**config.mk**
```make
export PLATFORM = sky130hd
export DESIGN_NAME = pipelined_prefix_adder
export DESIGN_NICKNAME = d
export VERILOG_FILES = /design/src/rtl/pipelined_prefix_adder.sv
export SDC_FILE = /design/constraint.sdc
export NUM_CORES = 1
export LEC_CHECK = 0
export ABC_AREA = 1
export BUFFER_PORTS_ARGS = -buffer_cell sky130_fd_sc_hd__buf_2
export CORE_ASPECT_RATIO = 2
export CORE_MARGIN = 2
export CORE_UTILIZATION = 50
export CTS_CLUSTER_SIZE = 24
export DETAILED_ROUTE_END_ITERATION = 8
export GPL_TIMING_DRIVEN = 0
export HOLD_SLACK_MARGIN = 0.12
export PLACE_DENSITY = 0.8
export SLEW_MARGIN = 20
export SYNTH_ARGS = -nofsm -noshare
export SYNTH_HDL_FRONTEND = slang
export SYNTH_SLANG_ARGS = --single-unit
```
**constraint.sdc**
```tcl
create_clock -name clk -period 2.1 [get_ports clk]
set_input_delay 0.21 -clock clk [delete_from_list [all_inputs] [get_ports clk]]
set_output_delay 0.21 -clock clk [all_outputs]
set_load 0.005 [all_outputs]
```
**src/rtl/pipelined_prefix_adder.sv**
```systemverilog
// Pipelined Sklansky adder/subtractor with carry-in/out, overflow and zero flags; latency PIPE_DEPTH cycles, 1/cycle.
// Backpressure: a stalled output freezes every stage (no bubble compression); in_ready depends only on out_valid/out_ready.
module pipelined_prefix_adder #(
  parameter int WIDTH      = 16,
  parameter int PIPE_DEPTH = 2
) (
  input  logic             clk,
  input  logic             rst,
  input  logic             in_valid,
  output logic             in_ready,
  input  logic [WIDTH-1:0] a,
  input  logic [WIDTH-1:0] b,
  input  logic             cin,
  input  logic             sub,
  output logic             out_valid,
  input  logic             out_ready,
  output logic [WIDTH-1:0] sum,
  output logic             cout,
  output logic             ovf,
  output logic             zero
);
  // Column 0 carries c_eff (g=c_eff, p=0); column i+1 is operand bit i.
  localparam int N   = WIDTH + 1;
  localparam int L   = $clog2(WIDTH + 1);
  localparam int DIV = (PIPE_DEPTH > 1) ? PIPE_DEPTH - 1 : 1;

  function automatic bit is_bnd(input int lvl);
    for (int s = 0; s < PIPE_DEPTH - 1; s++) begin
      if ((s * L) / DIV == lvl) return 1'b1;
    end
    return 1'b0;
  endfunction

  logic             adv;
  logic [WIDTH-1:0] b_eff;

  assign adv      = ~(out_valid & ~out_ready);
  assign in_ready = adv;
  assign b_eff    = sub ? ~b : b;

  for (genvar l = 0; l < L; l++) begin : g_lvl
    logic [N-1:0]     c_p, c_g, r_p, r_g;
    logic [WIDTH-1:0] c_x, r_x;
    logic             c_v, r_v;

    if (l == 0) begin : g_src
      assign c_p = {a | b_eff, 1'b0};
      assign c_g = {a & b_eff, sub | cin};
      assign c_x = a ^ b_eff;
      assign c_v = in_valid;
    end else begin : g_src
      assign c_x = g_lvl[l-1].r_x;
      assign c_v = g_lvl[l-1].r_v;
      for (genvar i = 0; i < N; i++) begin : g_col
        if (((i >> (l - 1)) & 1) == 1) begin : g_cell
          localparam int J = ((i >> l) << l) + (1 << (l - 1)) - 1;
          assign c_p[i] = g_lvl[l-1].r_p[i] & g_lvl[l-1].r_p[J];
          assign c_g[i] = g_lvl[l-1].r_g[i] | (g_lvl[l-1].r_p[i] & g_lvl[l-1].r_g[J]);
        end else begin : g_pass
          assign c_p[i] = g_lvl[l-1].r_p[i];
          assign c_g[i] = g_lvl[l-1].r_g[i];
        end
      end
    end

    if (is_bnd(l)) begin : g_reg
      logic [N-1:0]     p_q, g_q;
      logic [WIDTH-1:0] x_q;
      logic             v_q;
      always_ff @(posedge clk or posedge rst) begin
        if (rst) begin
          p_q <= '0;
          g_q <= '0;
          x_q <= '0;
          v_q <= 1'b0;
        end else if (adv) begin
          p_q <= c_p;
          g_q <= c_g;
          x_q <= c_x;
          v_q <= c_v;
        end
      end
      assign r_p = p_q;
      assign r_g = g_q;
      assign r_x = x_q;
      assign r_v = v_q;
    end else begin : g_wire
      assign r_p = c_p;
      assign r_g = c_g;
      assign r_x = c_x;
      assign r_v = c_v;
    end
  end

  // Last level only needs group generates; column i then holds the carry into bit i.
  logic [N-1:0] f_g;
  for (genvar i = 0; i < N; i++) begin : g_fin
    if (((i >> (L - 1)) & 1) == 1) begin : g_cell
      localparam int J = (1 << (L - 1)) - 1;
      assign f_g[i] = g_lvl[L-1].r_g[i] | (g_lvl[L-1].r_p[i] & g_lvl[L-1].r_g[J]);
    end else begin : g_pass
      assign f_g[i] = g_lvl[L-1].r_g[i];
    end
  end

  logic unused_p;
  assign unused_p = ^g_lvl[L-1].r_p;

  logic [WIDTH-1:0] sum_d, sum_q;
  logic             valid_q, cout_q, ovf_q, zero_q;

  assign sum_d = g_lvl[L-1].r_x ^ f_g[WIDTH-1:0];

  always_ff @(posedge clk or posedge rst) begin
    if (rst) begin
      valid_q <= 1'b0;
      sum_q   <= '0;
      cout_q  <= 1'b0;
      ovf_q   <= 1'b0;
      zero_q  <= 1'b0;
    end else if (adv) begin
      valid_q <= g_lvl[L-1].r_v;
      sum_q   <= sum_d;
      cout_q  <= f_g[WIDTH];
      ovf_q   <= f_g[WIDTH] ^ f_g[WIDTH-1];
      zero_q  <= ~|sum_d;
    end
  end

  assign out_valid = valid_q;
  assign sum       = sum_q;
  assign cout      = cout_q;
  assign ovf       = ovf_q;
  assign zero      = zero_q;
endmodule

```
; Word-level counts from Yosys, hierarchy flattened
; Index checks and enable logic that the tools add are counted.
[totals]
reg_bits = 70
latch_bits = 0
mem_bits_rw = 0
rom_bits = 0
inputBits = 38
out_inout_bits = 21
word_cells = 105
n_memories = 0
[classes]
add_sub_neg = 0
mul = 0
div_mod_pow = 0
order_cmp = 0
n_eq_ne = 0
shifts = 0
mux = 1
n_bitwise = 93
n_reduce_logical = 2
[op_table]
columns = cell, n
row1 = 1-bit bitwise AND, 51
row2 = 1-bit bitwise OR, 34
row3 = 16-bit XOR, 2
row4 = 16-bit bitwise AND, 1
row5 = 16-bit two-way mux, 1
row6 = 16-bit inverter, 1
row7 = 16-bit bitwise OR, 1
row8 = 16-bit OR reduction, 1
row9 = 1-bit inverter, 2
row10 = 1-bit logical NOT, 1
row11 = 1-bit XOR, 1

; Logic depth before layout (Yosys ltp)
[logic_depth]
word_depth = 11
mapped_depth = 14
depth_no_buf = 14

; Least setup slack after synthesis
; OpenSTA, ideal clock, no wires.
[synth_path]
kind = register to register
startpoint = reg g_lvl[0].g_reg.p_q[5]
endpoint = reg zero_q (netlist: zero)
setup_ps = 116
arrival_ps = 1242
setup_slack_ps = 741
stages_incl_launch_ff = 11
path_buffers = 0
synth_period_minus_slack_ps = 1359
path_cell_list = dfrtp_1 > nand2_1 > nand2_1 > a21oi_4 > nand2_8 > nand3_2 > nand2_1 > xor2_1 > nor2_1 > nand2_1 > nand2_1
[synth_between]
elab_chain_cells = 10
word_cells_on_any_way = 34
[synth_lines]
columns = element, line_no
row1 = start: declaration, 67  ; logic [N-1:0] p_q, g_q;
row2 = start signal: assignment, 77  ; p_q <= c_p;
row3 = 1-bit bitwise AND, 58  ; assign c_g[i] = g_lvl[l-1].r_g[i] | (g_lvl[l-1].r_p[i] & g_lvl[l-1].r_g[J]);
row4 = 1-bit bitwise OR, 58
row5 = 1-bit bitwise AND, 58
row6 = 1-bit bitwise OR (2 in a row), 58
row7 = 1-bit bitwise AND, 58
row8 = 1-bit bitwise OR, 58
row9 = 16-bit XOR (*), 112  ; assign sum_d = g_lvl[L-1].r_x ^ f_g[WIDTH-1:0];
row10 = 16-bit OR reduction (*), 126  ; zero_q <= ~|sum_d;
row11 = 1-bit logical NOT (*), 126
row12 = end signal: assignment, 126
row13 = end: declaration, 110  ; logic valid_q, cout_q, ovf_q, zero_q;
; Mark *: on every way between the ends. The rest lies on a longest branch, timed or not.
; A chain may end at the register's enable or synchronous reset.

; Worst setup path after layout
[layout_path]
startpoint = reg valid_q (netlist: out_valid)
endpoint = out in_ready
[layout_between]
elab_chain_cells = 2
[layout_lines]
columns = element, line_no
row1 = start: declaration, 110
row2 = start signal: assignment, 122  ; valid_q <= g_lvl[L-1].r_v;
row3 = 1-bit bitwise AND, 37  ; assign adv = ~(out_valid & ~out_ready);
row4 = 1-bit inverter, 37
row5 = end: declaration, 10  ; output logic in_ready,
; Every way passes these cells.

==> flow_metrics.py <==
metrics = {
    "status": {
        "status": "completed",
    },
    "global_routing": {
        "gr-total-overflow": 0,
        "grtUsageTotal_pct": 24.7,
        "met3_usage_pct": 5.56,
        "grt_util_met2_pct": 42.2,
        "grtUsageMet1_pct": 25.3,
        "grt_first_pass_wirelength_microns": 15600,
        "grt_start_max_net_pins": 54,
        "antenna_found_initial": 0,
        "grt_pass1_vias": 3453,
        "busiest_layer": "met2",
    },
    "clock_tree": {
        "cts.path.max_buffers": 2,
        "h-tree-depth": 3,
        "cts_sinks": 70,
        "cts_root_buffer": "clkbuf_16",
        "cts_setup_buffers": 0,
        "cts_resized": 0,
        "clk_pin_slew_ps": 50,
        "cts_buffers": 9,
        "cts_tree": "done",
        "clock_latency_ps": 340,
    },
    "final_layout": {
        "drive_gt1_share_pct": 18.8,
        "final_cell_area_sq_mm": 0.00472,
        "fillCellCount": 682,
        "nets": 626,
        "final_util_pct": 62.1,
        "final_cells": 654,
        "diodes": 0,
        "area_delta_synth_final_pct": 20.3,
    },
    "synthesis": {
        "syn_avg_cell_area_sq_um": 8.09,
        "yosys-top-cells-count": "153 x nand2_1, 70 x dfrtp_1, 68 x inv_1",
        "synth.top_cell.area_share_pct": 44.6,
        "async_reset_ff_share_pct": 100,
        "synth-seq-area-share_pct": 44.6,
        "syn_inst": 485,
        "yosysTopAreaCell": "dfrtp_1",
        "synth_warnings": 0,
        "synth.distinct_cells": 25,
        "syn-cell-area_sq_mm": 0.00393,
        "ys_ff_latch": 70,
        "synth_nets": 555,
        "synth_edf_count": 0,
        "ys.flop_type": "dfrtp_1",
        "ys_top_cells_by_area": "dfrtp_1 45%, nand2_1 15%, ha_1 10%",
        "synth.most_common_cell": "nand2_1",
    },
    "detailed_routing": {
        "wl_per_cell_microns": 14.3,
        "totalWireLength_microns": 9370,
        "post-route-drc-count": 0,
        "drtIter0Drc": 230,
        "via_per_inst": 5.13,
        "antenna_left": 0,
        "vias": 3358,
        "drtPass1Iterations": 4,
    },
    "sta": {
        "slew_violations": 0,
        "relSlewSlack_pct": 60.1,
        "worst_hold_slack_ps": 229,
        "worst_slew_pin_slew_ps": 598,
        "rsz0062_at_grt": "false",
        "max_clock_freq_mhz": 553,
        "post-route-period-util_pct": 86.1,
        "setup_viol": 0,
        "hold_viol": 0,
        "period_needed_ps": 1810,
        "fin_worst_skew_ps": 7.62,
    },
    "worst_hold_path": {
        "min_path_type": "in2reg",
    },
    "worst_setup_path": {
        "cp-end-kind": "primary output",
        "start_kind": "register",
        "critical_path.max_fanout": 19,
        "worstPathArrival_ps": 1600,
        "ff2ff_setup_slack_ps": 430,
        "cp_data_required_time_ps": 1890,
        "worst-setup-path-type": "reg2out",
    },
    "power_and_ir_drop": {
        "p_int_w": 0.00329,
        "swShare_pct": 31.4,
        "seq_power_share_pct": 37.8,
        "pwr-share-clk_pct": 35.9,
        "vdd_drop_max_mv": 0.555,
        "power_density_mw_per_mm2": 1020,
        "leakagePower_nw": 2.59,
        "share_comb_of_total_power_pct": 26.3,
        "p_total_w": 0.00479,
        "p_sw_w": 0.00151,
    },
    "place": {
        "dpl.hpwl_microns": 6850,
        "port_buffers": 57,
        "gp_congestion": 0.831,
        "dpl.cell_count": 637,
        "placed_area_sq_mm": 0.00436,
    },
    "die": {
        "die_w_microns": 66.7,
        "rows": 45,
        "core_sq_mm": 0.00760,
        "initial_utilization_pct": 51.6,
        "fp.dieH_microns": 129,
        "design.die.area_sq_mm": 0.00862,
        "ios": 59,
    },
    "run": {
        "cap_violations": 0,
    },
}
what timing repair did:
| action | in CTS | in global routing |
|---|---|---|
| endpoints found under the hold margin | 19 | 0 |
| hold buffers | 3 | 0 |
| setup endpoints to repair | 1 | 0 |
final cells by class:
| type | instances | area (sq um) | area share, % |
|---|---|---|---|
| Multi-Input combinational cell | 325 | 1830 | 38.7 |
| Tap cell | 94 | 118 | 2.49 |
| Clock inverter | 4 | 95.1 | 2.01 |
| Timing Repair Buffer | 61 | 343 | 7.26 |
| Clock buffer | 11 | 243 | 5.14 |
| Inverter | 73 | 277 | 5.86 |
| Buffer | 16 | 68.8 | 1.46 |
| Sequential cell | 70 | 1750 | 37.1 |
registers in the layout (all words and copies together), names as in the netlist:
signal	count
g_lvl.g_reg.g_q	17
g_lvl.g_reg.p_q	16
g_lvl.g_reg.x_q	16
sum	16
cout	1
g_lvl.g_reg.v_q	1
out_valid	1
ovf	1
zero	1
per-layer routing:
layer / part of all wire (%) / wire (microns) / vias to the layer above
met2: 53 / 4970 / 102
met1: 36 / 3370 / 1586
li1: - / - / 1635
met3: 5.2 / 485 / 35
met5: 0 / 0 / -
met4: 5.9 / 548 / 0
logic make-up after synthesis:
family | after synthesis | share of synthesized area [%]
flops | 70 | 44.6
xor+xnor | 18 | 4.02
buf+inv | 90 | 8.83
fa+ha+maj | 32 | 10.2
compound gates | 70 | 9.44
simple gates | 205 | 22.9
metrics by stage:
stage	setup TNS, ps	setup WS, ps
3_3_place_gp	-47570	-684
2_1_floorplan	0	122
3_5_place_dp	0	219
6_report	0	293
5_1_grt	0	199
4_1_cts	0	272
final timing paths:
check / from / end / cells past startpoint
worst max-delay path: out_valid / in_ready / 5
worst min-delay path: a[14] / g_lvl[0].g_reg.g_q[15] / 4
worst max register to register: g_lvl[0].g_reg.p_q[9] / zero / 11
worst min register to register: g_lvl[0].g_reg.v_q / out_valid / 2
max in group asynchronous: rst / g_lvl[0].g_reg.x_q[12] / 4
min in group asynchronous: rst / g_lvl[0].g_reg.x_q[13] / 3
power by group through the flow:
| stage | clock network, W | registers, W | logic (W) |
|---|---|---|---|
| after floorplan | 0 | 0.00181 | 0.000804 |
| after global placement | 0 | 0.00182 | 0.00119 |
| after detailed placement | 0 | 0.00183 | 0.00124 |
| after CTS | 0.00174 | 0.00181 | 0.00127 |
| after global routing | 0.00180 | 0.00185 | 0.00143 |
| final | 0.00172 | 0.00181 | 0.00126 |
cell usage in the layout, fill, tap and decap left out, types with 2 or more instances in the layout:
master         count
inv_1             67
buf_2             64
dlygate4sd3_1      3
nand2_1          153
dfrtp_1           70
xor2_1             2
ha_1              32
clkbuf_1          10
nand2_4            5
nand3_1           20
nand2_2            9
clkbuf_16          9
o21ai_0           56
a31oi_1            2
a21oi_1            9
inv_2              5
bufinv_16          3
nor2_1            13
xnor2_1           16
worst max-delay path, stage by stage, from the launching register on:
cell and delay [ps]:
dfrtp_1 380, inv_1 50, or2_1 80, buf_2 170, buf_2 390, buf_2 190
No activity file was read; power rests on OpenSTA's default activity.
